==> config.mk <==
export PLATFORM = sky130hd
export DESIGN_NAME = seg7_scan_decode
export DESIGN_NICKNAME = d
export VERILOG_FILES = /design/src/rtl/seg7_scan_decode.sv
export SDC_FILE = /design/constraint.sdc
export NUM_CORES = 1
export LEC_CHECK = 0
export BUFFER_PORTS_ARGS = -buffer_cell sky130_fd_sc_hd__buf_2
export CORE_UTILIZATION = 47
export CTS_CLUSTER_DIAMETER = 150
export DETAILED_ROUTE_END_ITERATION = 7
export PLACE_DENSITY = 0.73
export REMOVE_ABC_BUFFERS = 1
export SLEW_MARGIN = 15
export SYNTH_ARGS = -nofsm -noshare
export SYNTH_HDL_FRONTEND = slang
export SYNTH_SLANG_ARGS = --single-unit
==> constraint.sdc <==
create_clock -name clk -period 7 [get_ports clk]
set_input_delay 1.75 -clock clk [delete_from_list [all_inputs] [get_ports clk]]
set_output_delay 1.75 -clock clk [all_outputs]
set_load 0.02 [all_outputs]
==> src/rtl/seg7_scan_decode.sv <==
// Receive side of a multiplexed 7-segment display: samples the anode enables
// and the a..g segment lines. It waits for each digit to be stable, decodes
// the glyph back to a hex nibble, and hands a 16-bit frame off via valid/ack.
// Ports:
//   clk, reset (sync, active-high)
//   an[3:0] digit enables, an[0] = least significant digit
//   a..g    segment lines
//   value[15:0]    decoded frame {d3,d2,d1,d0}
//   bad_digit[3:0] glyph was not a legal hex pattern
//   out_valid / out_ack  frame handshake
//   overrun  sticky flag: a completed frame was dropped
module seg7_scan_decode #(
    parameter int unsigned STABLE_CYCLES = 16,
    parameter bit          SEG_ACT_LOW   = 1'b1
) (
    input  logic        clk,
    input  logic        reset,
    input  logic [3:0]  an,
    input  logic        a,
    input  logic        b,
    input  logic        c,
    input  logic        d,
    input  logic        e,
    input  logic        f,
    input  logic        g,
    output logic [15:0] value,
    output logic [3:0]  bad_digit,
    output logic        out_valid,
    input  logic        out_ack,
    output logic        overrun
);

    localparam int CW = $clog2(STABLE_CYCLES + 1);
    localparam logic [CW-1:0] CNT_MAX = CW'(STABLE_CYCLES);
    localparam logic [CW-1:0] CNT_CAP = CW'(STABLE_CYCLES - 1);

    // Returns {bad, nibble}; segment order is {a,b,c,d,e,f,g}.
    function automatic logic [4:0] decode(input logic [6:0] seg);
        logic [4:0] r;
        case (seg)
            7'b1111110: r = 5'h00;
            7'b0110000: r = 5'h01;
            7'b1101101: r = 5'h02;
            7'b1111001: r = 5'h03;
            7'b0110011: r = 5'h04;
            7'b1011011: r = 5'h05;
            7'b1011111: r = 5'h06;
            7'b1110000: r = 5'h07;
            7'b1111111: r = 5'h08;
            7'b1111011: r = 5'h09;
            7'b1110111: r = 5'h0A;
            7'b0011111: r = 5'h0B;
            7'b1001110: r = 5'h0C;
            7'b0111101: r = 5'h0D;
            7'b1001111: r = 5'h0E;
            7'b1000111: r = 5'h0F;
            default:    r = 5'h10;
        endcase
        return r;
    endfunction

    logic [10:0]   raw;
    logic [10:0]   s_q, s_d;
    logic [CW-1:0] cnt_q, cnt_d;
    logic [3:0]    seen_q, seen_d;
    logic [15:0]   shadow_q, shadow_d;
    logic [3:0]    sbad_q, sbad_d;
    logic [15:0]   value_q, value_d;
    logic [3:0]    bad_q, bad_d;
    logic          valid_q, valid_d;
    logic          ovr_q, ovr_d;

    logic          match;
    logic          capture;
    logic          frame_done;
    logic          load;
    logic [4:0]    dec;

    // Internal logic is always active-high.
    assign raw = SEG_ACT_LOW ? ~{an, a, b, c, d, e, f, g}
                             :  {an, a, b, c, d, e, f, g};

    always_comb begin
        s_d      = raw;
        cnt_d    = '0;
        seen_d   = seen_q;
        shadow_d = shadow_q;
        sbad_d   = sbad_q;
        value_d  = value_q;
        bad_d    = bad_q;
        valid_d  = valid_q;
        ovr_d    = ovr_q;

        match = (raw == s_q);
        if (match) begin
            cnt_d = (cnt_q == CNT_MAX) ? cnt_q : cnt_q + CW'(1);
        end

        // Saturating count means a held pattern fires exactly once.
        capture    = match && (cnt_q == CNT_CAP) && $onehot(s_q[10:7]);
        dec        = decode(s_q[6:0]);
        frame_done = &seen_q;
        load       = frame_done && (!valid_q || out_ack);

        if (frame_done) begin
            seen_d = '0;
        end

        if (capture) begin
            for (int i = 0; i < 4; i++) begin
                if (s_q[7+i]) begin
                    seen_d[i]          = 1'b1;
                    shadow_d[4*i +: 4] = dec[3:0];
                    sbad_d[i]          = dec[4];
                end
            end
        end

        if (load) begin
            value_d = shadow_q;
            bad_d   = sbad_q;
            valid_d = 1'b1;
        end else begin
            if (frame_done) begin
                ovr_d = 1'b1;
            end
            if (out_ack && valid_q) begin
                valid_d = 1'b0;
            end
        end
    end

    always_ff @(posedge clk) begin
        if (reset) begin
            s_q      <= '0;
            cnt_q    <= '0;
            seen_q   <= '0;
            shadow_q <= '0;
            sbad_q   <= '0;
            value_q  <= '0;
            bad_q    <= '0;
            valid_q  <= 1'b0;
            ovr_q    <= 1'b0;
        end else begin
            s_q      <= s_d;
            cnt_q    <= cnt_d;
            seen_q   <= seen_d;
            shadow_q <= shadow_d;
            sbad_q   <= sbad_d;
            value_q  <= value_d;
            bad_q    <= bad_d;
            valid_q  <= valid_d;
            ovr_q    <= ovr_d;
        end
    end

    assign value     = value_q;
    assign bad_digit = bad_q;
    assign out_valid = valid_q;
    assign overrun   = ovr_q;

endmodule
## Word level (Yosys, flattened, before mapping)

Index checks and enable logic that the tools add are counted.
W data, S select, Z words.

- Register bits after elaboration: 62
- Bits in latches: 0
- RAM bits: 0
- Bits in read-only memories: 0
- Input port bits: 14
- Memories: 0

- Add/subtract/negate cells: 4
- Multipliers: 0
- Divide/modulo/power cells: 0
- Magnitude comparators: 0
- Eq/ne operators: 20
- Shift operators: 0
- Multiplexer cells: 9
- Bitwise gates (word level): 3
- Reduce and logical (&&, ||, !) cells: 14

Operator list:

| kind | number |
|---|---|
| $eq A7 B7 Y1 const B | 12 |
| $pmux W5 S16 | 1 |
| $eq A7 B6 Y1 const B | 3 |
| $eq A11 B11 Y1 | 1 |
| $not A11 Y11 | 1 |
| $mux W4 | 2 |
| $reduce_and A2 Y1 | 4 |
| $eq A7 B5 Y1 const B | 1 |
| $mux W1 | 6 |
| $add A5 B1 Y5 const B | 1 |
| $eq A5 B4 Y1 const B | 1 |
| $eq A5 B5 Y1 const B | 1 |
| $reduce_and A5 Y1 | 1 |
| $add A1 B1 Y2 | 2 |
| $logic_and A1 B1 Y1 | 4 |
| $reduce_and A4 Y1 | 1 |
| $add A2 B2 Y3 | 1 |
| $eq A3 B1 Y1 const B | 1 |
| $not A1 Y1 | 2 |
| $reduce_bool A2 Y1 | 1 |
| $reduce_or A2 Y1 | 1 |
| $logic_not A1 Y1 | 1 |
| $logic_or A1 B1 Y1 | 1 |

## Depth between registers and ports, before layout

Gate-level depths: netlist of run 1.

- Word-level depth: 5
- Depth in mapped cells: 10
- Gate-level depth less buffers: 10

## Worst setup path after synthesis of run 1

OpenSTA, ideal clock, no wires.

- Path kind: input port to flip-flop
- Start: in an[2]
- End: reg shadow_q[12]
- Setup time: 0.128 ns
- Arrival: 2.949 ns
- Required time: 6.872 ns
- Path slack: 3.924 ns
- Cell stages on the path: 5
- Path buffers: 0
- Path through: xor2_1 > nand4_4 > nor4_4 > mux2i_1 > nor2_1

- Cells in the longest elaborated chain, start to end: 5

Ends and longest elaborated chain:

| what | RTL line | RTL |
|---|---|---|
| start, declared | 18 | `input logic [3:0] an,` |
| $not A11 Y11 | 80 | `assign raw = SEG_ACT_LOW ? ~{an, a, b, c, d, e, f, g}` |
| $eq A11 B11 Y1 | 94 | `match = (raw == s_q);` |
| $logic_and A1 B1 Y1 (2 in a row) | 100 | `capture = match && (cnt_q == CNT_CAP) && $onehot(s_q[10:7]);` |
| $reduce_and A2 Y1 (no line) | n/a |  |
| end signal, assigned | 148 | `shadow_q <= shadow_d;` |
| end, declared | 66 | `logic [15:0] shadow_q, shadow_d;` |

No other way between the ends.
A chain may end at the register's enable or synchronous reset.

## Worst setup path in the final report of run 1

- Start: in an[2]
- End: reg shadow_q[1]

The elaborated chain is that of the path after synthesis.

==> results of run 1 <==
## placed cells by master (no fill, tap or decap), types with 3 or more instances in the layout
cell                       count
sky130_fd_sc_hd__xor2_4        3
sky130_fd_sc_hd__inv_1        10
sky130_fd_sc_hd__ha_1          5
sky130_fd_sc_hd__buf_2        35
sky130_fd_sc_hd__xnor2_1       4
sky130_fd_sc_hd__and4b_1       3
sky130_fd_sc_hd__mux2i_1      21
sky130_fd_sc_hd__and3b_1       3
sky130_fd_sc_hd__nand4_1      10
sky130_fd_sc_hd__xor2_1        7
sky130_fd_sc_hd__or4b_2        3
sky130_fd_sc_hd__dfxtp_1      62
sky130_fd_sc_hd__nand2_1      49
sky130_fd_sc_hd__nor2_1       39
sky130_fd_sc_hd__a21oi_1      26
sky130_fd_sc_hd__clkbuf_8     11
sky130_fd_sc_hd__nor4_4        4
## cell type report
class                      instances  area share
multi-input combinational        212      0.4650
sequential                        62      0.3769
timing repair buffer              37     0.05775
clock buffer                      12     0.04711
tap                               75     0.02850
clock inverter                     3     0.01330
inverter                          10     0.01140
## routing by layer
metal  track usage  vias up
met4       0.05893        0
met5             0        -
li1              -     1085
met3       0.07191        5
met1        0.2182     1014
met2        0.3085       41
## cell usage after synthesis, drive strengths merged
cell type / n / area, sq um
a21oi: 26 / 130.1
a22oi: 1 / 12.51
a2bb2oi: 1 / 8.760
a31oi: 1 / 6.260
a32oi: 1 / 8.760
and3: 2 / 12.51
and3b: 3 / 26.28
and4b: 3 / 30.03
and4bb: 3 / 37.53
buf: 6 / 61.30
clkbuf: 11 / 45.05
dfxtp: 62 / 1241
fa: 1 / 20.02
ha: 5 / 62.56
inv: 10 / 37.54
mux2: 1 / 11.26
mux2i: 21 / 210.2
nand2: 50 / 195.2
nand2b: 2 / 12.51
nand3: 3 / 27.53
nand4: 11 / 83.83
nand4b: 1 / 8.760
nor2: 39 / 146.4
nor2b: 1 / 6.260
nor3: 2 / 10.01
nor3b: 1 / 12.51
nor4: 4 / 85.08
nor4b: 2 / 17.52
o2111ai: 1 / 8.760
o21ai: 1 / 5.000
o311ai: 2 / 35.04
o31ai: 2 / 33.78
or4: 1 / 11.26
or4b: 4 / 43.79
xnor2: 4 / 35.03
xor2: 12 / 176.4
## state kept, by name, summed over array words and instances (netlist names)
register,flops
bad_digit,4
s_q,11
sbad_q,4
overrun,1
out_valid,1
shadow_q,16
value,16
seen_q,4
cnt_q,5
## through the flow
stage,hold WS (ps),instance area (sq um),setup slack [ps],util
3_3_place_gp,441.7,3094,3588,0.5195
3_5_place_dp,443.3,3094,3565,0.5195
4_1_cts,452.5,3293,3929,0.5529
2_1_floorplan,425.1,2810,3937,-
5_1_grt,469.0,3293,3831,0.5529
6_report,449.4,3293,3920,0.5529
## how the worst max path moves through the flow
stage                      from                  endpoint  slack [ps]
after floorplan           an[2]  shadow_q[0]$_SDFFE_PP0P_        3940
after global placement    an[2]  shadow_q[6]$_SDFFE_PP0P_        3590
after detailed placement  an[2]  shadow_q[5]$_SDFFE_PP0P_        3560
after CTS                 an[2]  shadow_q[7]$_SDFFE_PP0P_        3930
after global routing      an[2]  shadow_q[1]$_SDFFE_PP0P_        3830
final                     an[2]  shadow_q[1]$_SDFFE_PP0P_        3920
## power groups by stage
stage	combinational (mW)	clock, mW	sequential [mW]
2_1_floorplan	0.0274	0	0.372
3_3_place_gp	0.0407	0	0.374
3_5_place_dp	0.0420	0	0.374
4_1_cts	0.0422	0.324	0.366
5_1_grt	0.0463	0.343	0.367
6_report	0.0419	0.316	0.366
## critical path, delay by kind of cell
kind / cells / cell delay [ps]
and+or+nand+nor: 3 / 910
buffers and inverters: 1 / 110
muxes: 1 / 260
xor gates and xnor gates: 1 / 250
## logic make-up (layout without fill, tap and decap cells)
family,count (synthesis),in the layout,share of synthesized area
AO/OA/AOI/OAI,36,36,0.08537
XOR/XNOR,16,16,0.07250
adder cells (fa/ha/maj),6,6,0.02831
buffers and inverters,27,62,0.04934
flip-flops,62,62,0.4256
multiplexers,22,22,0.07593
AND/OR/NAND/NOR,132,132,0.2630
==> reports/metrics.cfg, run 1 <==
[critical_path]
worstSetupPathType=input pin to flip-flop
critPathArrivalTime_ps=3280
critPathLaunchType=input pin
worst_r2r_endpoint=shadow_q[1]$_SDFFE_PP0P_
r2r_cells=10
timing.critical_path.cells=buf_2, xor2_1, nand4_4, nor4_4, mux2i_1, nor2_1
worst-r2r-setup-slack_ps=4110
required_ps=7200
critical_path.max_fanout=6
critical_path.reg2reg.startpoint=s_q[7]$_SDFF_PP0_
timing.critical_path.to_type=flip-flop
critical-path-max-stage-delay_ps=620
crit_slowest_cell=sky130_fd_sc_hd__nor4_4

[routing]
detailed_route_vias_per_instance=5.219
firstDrtPassIters=4
detailedRoute.firstIterationViolations=84
drt.antenna.violating_nets=0
vias=2145
detailroute.wirelength.met2_um=2689
final_wirelength_um=5473
remaining_drc_errors=0
top_layer=met4
wl_met3_um=256
wl_met1_um=2489
wl_per_cell_um=13.32

[die]
initial_core_util=0.4897
placement_rows=28
chipWidth_um=80.78
io-pin-count=36
core_area_sq_um=5956
floorplan.die_area_sq_um=6525
die_y_um=80.78

[yosys]
ys_ff_latch=62
syn-instance-count=301
post_synth.cell_area_avg_sq_um=9.690
ys_seq_area_frac=0.4256
synth_cell_type_count=47
synth.cell_area_sq_um=2917
ys_warn_count=0

[clocking]
tritoncts_clock_tree=yes
cts_max_level=3
post_cts_resize_count=0
bufs_on_longest_clock_path=2
clock_sink_total=62
clk_pin_slew_worst_paths_ps=70
clkLatencyLatePin_ps=340
cts_inserted_buffers=9
post_cts.repair.setup_buffers=0
clock_root_buffer=sky130_fd_sc_hd__clkbuf_8
holdBufCountCts=0

[global_routing]
grt_antenna_before_repair=0
globalRoute.totalOverflow=0
global_route_wire_length_before_repair_um=9073
grt_start_max_net_pins=56
vias_in_the_first_global_route=1970
grt.total_usage=0.1849

[hold_path]
timing.hold.worst_path_depth=2
endpoint_with_the_worst_hold_slack=value[13]$_SDFFE_PP0P_
min-delay-start=value[13]$_SDFFE_PP0P_
hold_class=flip-flop to flip-flop

[timing]
fmax_mhz=324.7
relSlewSlack=0.4399
finalSetupViolCount=0
fin_setup_tns_ps=0
final.setup_skew_ps=5.558
finalHoldViolCount=0
grt_setup_unrepaired=no
drv_slew=0
final_min_period_over_clock_period=0.4400
finalCriticalPeriod_ps=3080
worst-slew-pin-transition_ps=828.5

[placed_design]
hpwl_um=3658
dpl.cell_count=396
io_buffer_count=35
gp_congestion=0.8742

[outcome]
status=finished, final reports clean

[power_and_ir_drop]
power_density_nw_per_um2=219.9
max-vdd-ir-drop_v=0.0001308
comb_power_share=0.058
clockPowerShare=0.436
post-layout-total-power_uw=724.2
switching_share=0.2339
cellInternalPower_uw=554.8
power.net_switching_uw=169.4
reported_leakage_power_nw=1.287
sequentialPowerShare=0.506

[final_layout]
multi_input_gate_area_in_the_final_layout_sq_um=1531
fillers=529
nNetsFinal=352
area.growth.synth_to_final_pct=12.91
layout.cells.non_filler=411
drive_gt1_frac=0.2232
antenna_cells=0
final-seq-area_sq_um=1241

[run]
max_cap_viol_count=0

Note: power is estimated with default switching activity, not from simulation.
==> run 2, diff against run 1 <==
--- a/config.mk
+++ b/config.mk
@@ -9,7 +9,7 @@
 export CORE_UTILIZATION = 47
 export CTS_CLUSTER_DIAMETER = 150
 export DETAILED_ROUTE_END_ITERATION = 7
-export PLACE_DENSITY = 0.73
+export PLACE_DENSITY = 0.75
 export REMOVE_ABC_BUFFERS = 1
 export SLEW_MARGIN = 15
 export SYNTH_ARGS = -nofsm -noshare
==> constraint.sdc (replaced) <==
create_clock -name clk -period 2.7 [get_ports clk]
set_input_delay 0.675 -clock clk [delete_from_list [all_inputs] [get_ports clk]]
set_output_delay 0.675 -clock clk [all_outputs]
set_load 0.02 [all_outputs]
==> reports/metrics.cfg, run 2 (synthesis gave the netlist of run 1 again) <==
[placed_design]
hpwl_um=3866  ; +5.7%
dp_slack_ps=13.55  ; -3551 ps
gp_congestion=0.8538  ; -2.3%
cell_area_after_placement_sq_um=3139  ; +1.5%
dpl.cell_count=402  ; +1.5%
io_buffer_count=35  ; unchanged

[final_layout]
layout.cells.non_filler=421  ; +2.4%
multi_input_gate_area_in_the_final_layout_sq_um=1546  ; +0.98%
fillers=550  ; +4.0%
antenna_cells=0  ; unchanged
mostFrequentLayoutCell=sky130_fd_sc_hd__dfxtp_1
final-seq-area_sq_um=1245  ; +0.30%
drive_gt1_frac=0.2659  ; +0.04268
nNetsFinal=361  ; +2.6%
final_cell_area_sq_um=3416  ; +3.7%
area.growth.synth_to_final_pct=17.12
layout.cells.most_common_list=59 x sky130_fd_sc_hd__dfxtp_1, 49 x sky130_fd_sc_hd__nand2_1, 39 x sky130_fd_sc_hd__nor2_1

[clocking]
bufs_on_longest_clock_path=2  ; unchanged
tritoncts_clock_tree=yes
clkLatencyLatePin_ps=340  ; about the same
clock_sink_total=62  ; unchanged
clk_pin_slew_worst_paths_ps=70  ; about the same
cts_max_level=3  ; unchanged
cts_inserted_buffers=9  ; unchanged
clock_root_buffer=sky130_fd_sc_hd__clkbuf_8

[critical_path]
crit_slowest_cell=sky130_fd_sc_hd__fa_1
critPathArrivalTime_ps=2860  ; -420 ps
critical_path.max_fanout=5  ; -1
timing.critical_path.to_type=flip-flop
critPathLaunchType=flip-flop
critical-path-max-stage-delay_ps=530  ; -90 ps
timing.critical_path.cells=inv_2, fa_1, inv_1, ha_2, ha_4, and4bb_2, nand4_1, nor4_4, buf_6, mux2i_1, nor2_1
worstSetupPathType=flip-flop to flip-flop
required_ps=2910  ; -4290 ps

[timing]
drv_slew=0  ; unchanged
worst-slew-pin-transition_ps=878.6  ; +50.17 ps
final_min_period_over_clock_period=0.9826
finalCriticalPeriod_ps=2653
finalHoldViolCount=0  ; unchanged
grt_setup_unrepaired=yes
final.setup_skew_ps=8.357  ; +2.799 ps
worst_slack_ps=47.07  ; -3873 ps
fmax_mhz=376.9
relSlewSlack=0.4060  ; -0.03392
finalSetupViolCount=0  ; unchanged

[die]
io-pin-count=36  ; unchanged
floorplan.die_area_sq_um=6525  ; unchanged
chipWidth_um=80.78  ; unchanged
core_area_sq_um=5956  ; unchanged
initial_core_util=0.4897  ; unchanged
placement_rows=28  ; unchanged
die_y_um=80.78  ; unchanged

[hold_path]
hold_class=flip-flop to flip-flop

[routing]
detailed_route_vias_per_instance=5.169  ; -0.96%
detailedRoute.firstIterationViolations=112  ; +33%
final_wirelength_um=5625  ; +2.8%
drt.antenna.violating_nets=0  ; unchanged
wl_per_cell_um=13.36  ; +0.34%
vias=2176  ; +1.4%
remaining_drc_errors=0  ; unchanged
firstDrtPassIters=4  ; unchanged

[global_routing]
grt_antenna_before_repair=0  ; unchanged
global_route_wire_length_before_repair_um=9487  ; +4.6%
grt.total_usage=0.1946  ; +0.009709
grt_start_max_net_pins=25  ; -55%
vias_in_the_first_global_route=2002  ; +1.6%
globalRoute.totalOverflow=0  ; unchanged

[power_and_ir_drop]
reported_leakage_power_nw=1.330  ; +3.4%
max-vdd-ir-drop_v=0.0003279  ; +150%
power_density_nw_per_um2=578.1  ; +160%

[outcome]
status=finished, final reports clean

[run]
max_cap_viol_count=0  ; unchanged

run 2: stage by stage:
stage / utilization / power, mW / TNS, ps / hold slack (ps)
after CTS: 0.5660 / 1.988 / -0.4710 / 454.7
final: 0.5735 / 1.975 / 0 / 451.2
after detailed placement: 0.5271 / 1.082 / 0 / 445.5
after floorplan: - / 1.034 / 0 / 425.1
after global placement: 0.5271 / 1.079 / 0 / 441.9
after global routing: 0.5735 / 2.053 / -311.5 / 475.5
run 2: worst paths after layout:
| check | start | end | slack, ps | depth (start not counted) |
|---|---|---|---|---|
| worst max-delay path | s_q[7]$_SDFF_PP0_ | shadow_q[0]$_SDFFE_PP0P_ | 50 | 11 |
| worst max register to register | s_q[7]$_SDFF_PP0_ | shadow_q[0]$_SDFFE_PP0P_ | 50 | 11 |
| worst min-delay path | bad_digit[3]$_SDFFE_PP0P_ | bad_digit[3]$_SDFFE_PP0P_ | 450 | 2 |
| worst min register to register | bad_digit[3]$_SDFFE_PP0P_ | bad_digit[3]$_SDFFE_PP0P_ | 450 | 2 |
run 2: metal layers:
layer,up-vias,global-route usage,wire (um)
met5,-,0,0
met4,0,0.08036,94
met3,8,0.05955,257
met2,39,0.3059,2614
met1,1017,0.2481,2658
li1,1112,-,-
run 2: worst max-delay path: cells and delay by family (launching register included):
family / cells / cell delay, ps
buffers and inverters: 3 / 250
DFF: 1 / 340
adders and majority gates: 3 / 940
and+or+nand+nor: 4 / 820
muxes: 1 / 200
run 2: report_power, final:
group          internal, mW  switching, mW  leakage (nW)  total, mW
sequential            0.924         0.0247         0.503      0.948
clock                 0.545          0.363         0.102      0.908
combinational        0.0482         0.0707         0.725      0.119
total                  1.52          0.458          1.33       1.97
run 2: area by class of cell:
cell class | instances | area share
multi-input combinational | 212 | 0.4527
tap | 75 | 0.02747
inverter | 10 | 0.01099
sequential | 62 | 0.3645
clock buffer | 11 | 0.04139
timing repair buffer | 46 | 0.07875
clock inverter | 5 | 0.02418
run 2: timing repair:
| action | in CTS | in global routing |
|---|---|---|
| resized for setup | 2 | 8 |
| pin swaps | 0 | 7 |
| hold buffers | 0 | 0 |
| setup endpoints to repair | 3 | 16 |
| buffers inserted | 0 | 3 |
==> run 3, diff against run 2 <==
--- a/config.mk
+++ b/config.mk
@@ -10,6 +10,7 @@
 export CTS_CLUSTER_DIAMETER = 150
 export DETAILED_ROUTE_END_ITERATION = 7
 export PLACE_DENSITY = 0.75
+export RECOVER_POWER = 25
 export REMOVE_ABC_BUFFERS = 1
 export SLEW_MARGIN = 15
 export SYNTH_ARGS = -nofsm -noshare
==> reports/metrics.cfg, run 3 (synthesis gave the netlist of run 1 again) <==
[critical_path]
critPathArrivalTime_ps=2870  ; about the same
required_ps=2910  ; about the same
crit_family=adder cells
critPathLaunchType=flip-flop
timing.critical_path.to_type=flip-flop
crit_slowest_cell=sky130_fd_sc_hd__fa_1
worstSetupPathType=flip-flop to flip-flop
critical-path-max-stage-delay_ps=530  ; about the same
critical_path.max_fanout=5  ; unchanged
path_buf_inv=3  ; unchanged
timing.critical_path.cells=inv_2, fa_1, inv_1, ha_2, ha_4, and4bb_2, nand4_1, nor4_4, buf_6, mux2i_1, nor2_1

[timing]
finalHoldViolCount=0  ; unchanged
final.hold.worst_slack_ps=454.0  ; +2.835 ps
finalSetupViolCount=0  ; unchanged
final_min_period_over_clock_period=0.9841  ; +0.001557
fin_setup_tns_ps=0  ; unchanged
final.setup_skew_ps=6.877  ; -1.481 ps
grt_setup_unrepaired=yes
finalCriticalPeriod_ps=2657  ; +4.204 ps
fmax_mhz=376.3  ; -0.16%
drv_slew=0  ; unchanged
worst-slew-pin-transition_ps=877.4  ; -1.249 ps
relSlewSlack=0.4068  ; +0.0008440

[die]
floorplan.die_area_sq_um=6525  ; unchanged
die_y_um=80.78  ; unchanged
placement_rows=28  ; unchanged
initial_core_util=0.4897  ; unchanged
chipWidth_um=80.78  ; unchanged
core_area_sq_um=5956  ; unchanged
io-pin-count=36  ; unchanged

[run]
max_cap_viol_count=0  ; unchanged

[clocking]
clkLatencyLatePin_ps=340  ; about the same
clock_sink_total=62  ; unchanged
clock_root_buffer=sky130_fd_sc_hd__clkbuf_8
cts_inserted_buffers=9  ; unchanged
tritoncts_clock_tree=yes
cts_max_level=3  ; unchanged
bufs_on_longest_clock_path=2  ; unchanged
clk_pin_slew_worst_paths_ps=70  ; about the same

[global_routing]
vias_in_the_first_global_route=2002  ; unchanged
global_route_wire_length_before_repair_um=9487  ; unchanged
grt_antenna_before_repair=0  ; unchanged
globalRoute.totalOverflow=0  ; unchanged
grt.total_usage=0.1946  ; unchanged
grt_start_max_net_pins=25  ; unchanged

[hold_path]
hold_class=flip-flop to flip-flop

[final_layout]
final_util=0.5723  ; -0.001260
antenna_cells=0  ; unchanged
nNetsFinal=361  ; unchanged
mostFrequentLayoutCell=sky130_fd_sc_hd__dfxtp_1
area.growth.synth_to_final_pct=16.86
drive_gt1_frac=0.2486  ; -0.01734
layout.cells.most_common_list=59 x sky130_fd_sc_hd__dfxtp_1, 49 x sky130_fd_sc_hd__nand2_1, 39 x sky130_fd_sc_hd__nor2_1

[routing]
detailedRoute.firstIterationViolations=109  ; -2.7%
drt.antenna.violating_nets=0  ; unchanged
firstDrtPassIters=4  ; unchanged
wl_per_cell_um=13.38  ; +0.16%
vias=2188  ; +0.55%
detailed_route_vias_per_instance=5.197  ; +0.55%
remaining_drc_errors=0  ; unchanged
final_wirelength_um=5634  ; +0.16%

[power_and_ir_drop]
reported_leakage_power_nw=1.304  ; -2.0%
power_density_nw_per_um2=579.4  ; +0.22%
max-vdd-ir-drop_v=0.0003279  ; about the same

[outcome]
status=finished, final reports clean

[placed_design]
io_buffer_count=35  ; unchanged
hpwl_um=3866  ; unchanged
gp_congestion=0.8538  ; unchanged

run 3: layout make-up:
class / instances / area (sq um)
Inverter: 10 / 37.54
Fill cell: 552 / 2547
Multi-Input combinational cell: 212 / 1546
Timing Repair Buffer: 46 / 261.5
Sequential cell: 62 / 1245
Tap cell: 75 / 93.84
Clock buffer: 11 / 141.4
Clock inverter: 5 / 82.58
run 3: final timing paths:
path,cells after the start,slack [ps],from,to
worst max-delay path,11,40,s_q[7]$_SDFF_PP0_,shadow_q[0]$_SDFFE_PP0P_
worst max register to register,11,40,s_q[7]$_SDFF_PP0_,shadow_q[0]$_SDFFE_PP0P_
worst min-delay path,2,450,bad_digit[3]$_SDFFE_PP0P_,bad_digit[3]$_SDFFE_PP0P_
worst min register to register,2,450,bad_digit[3]$_SDFFE_PP0P_,bad_digit[3]$_SDFFE_PP0P_
run 3: worst min-delay path, cell delays in order, from the launching register on:
cell and delay (ps):
sky130_fd_sc_hd__dfxtp_1 310, sky130_fd_sc_hd__nand2_1 50, sky130_fd_sc_hd__a21oi_1 50
run 3: stage by stage:
step           instances  power [mW]  setup WS, ps  instance area (sq um)
6_report             421       1.975         42.87                   3408
5_1_grt              421       2.053        -100.0                   3408
4_1_cts              418       1.988       -0.4710                   3371
3_5_place_dp         402       1.082         13.55                   3139
3_3_place_gp         402       1.079         78.28                   3139
2_1_floorplan        284       1.034         132.9                   2810
run 3: per-layer routing:
layer  global-route usage  share of wire  wire length, um
met1               0.2481           0.47             2624
met2               0.3059           0.47             2675
met3              0.05955          0.038              214
met4              0.08036          0.021              119
met5                    0              0                0
run 3: timing repair:
| item | CTS | global route |
|---|---|---|
| pin swaps | 0 | 7 |
| setup buffers | 0 | 3 |
| hold buffers | 0 | 0 |
| endpoints found under the setup margin | 3 | 16 |
| gates resized for setup | 2 | 8 |
run 3: report_power, final:
part | switching, mW | internal, mW
combinational | 0.0707 | 0.0482
sequential | 0.0245 | 0.924
clock | 0.363 | 0.545
total | 0.458 | 1.52
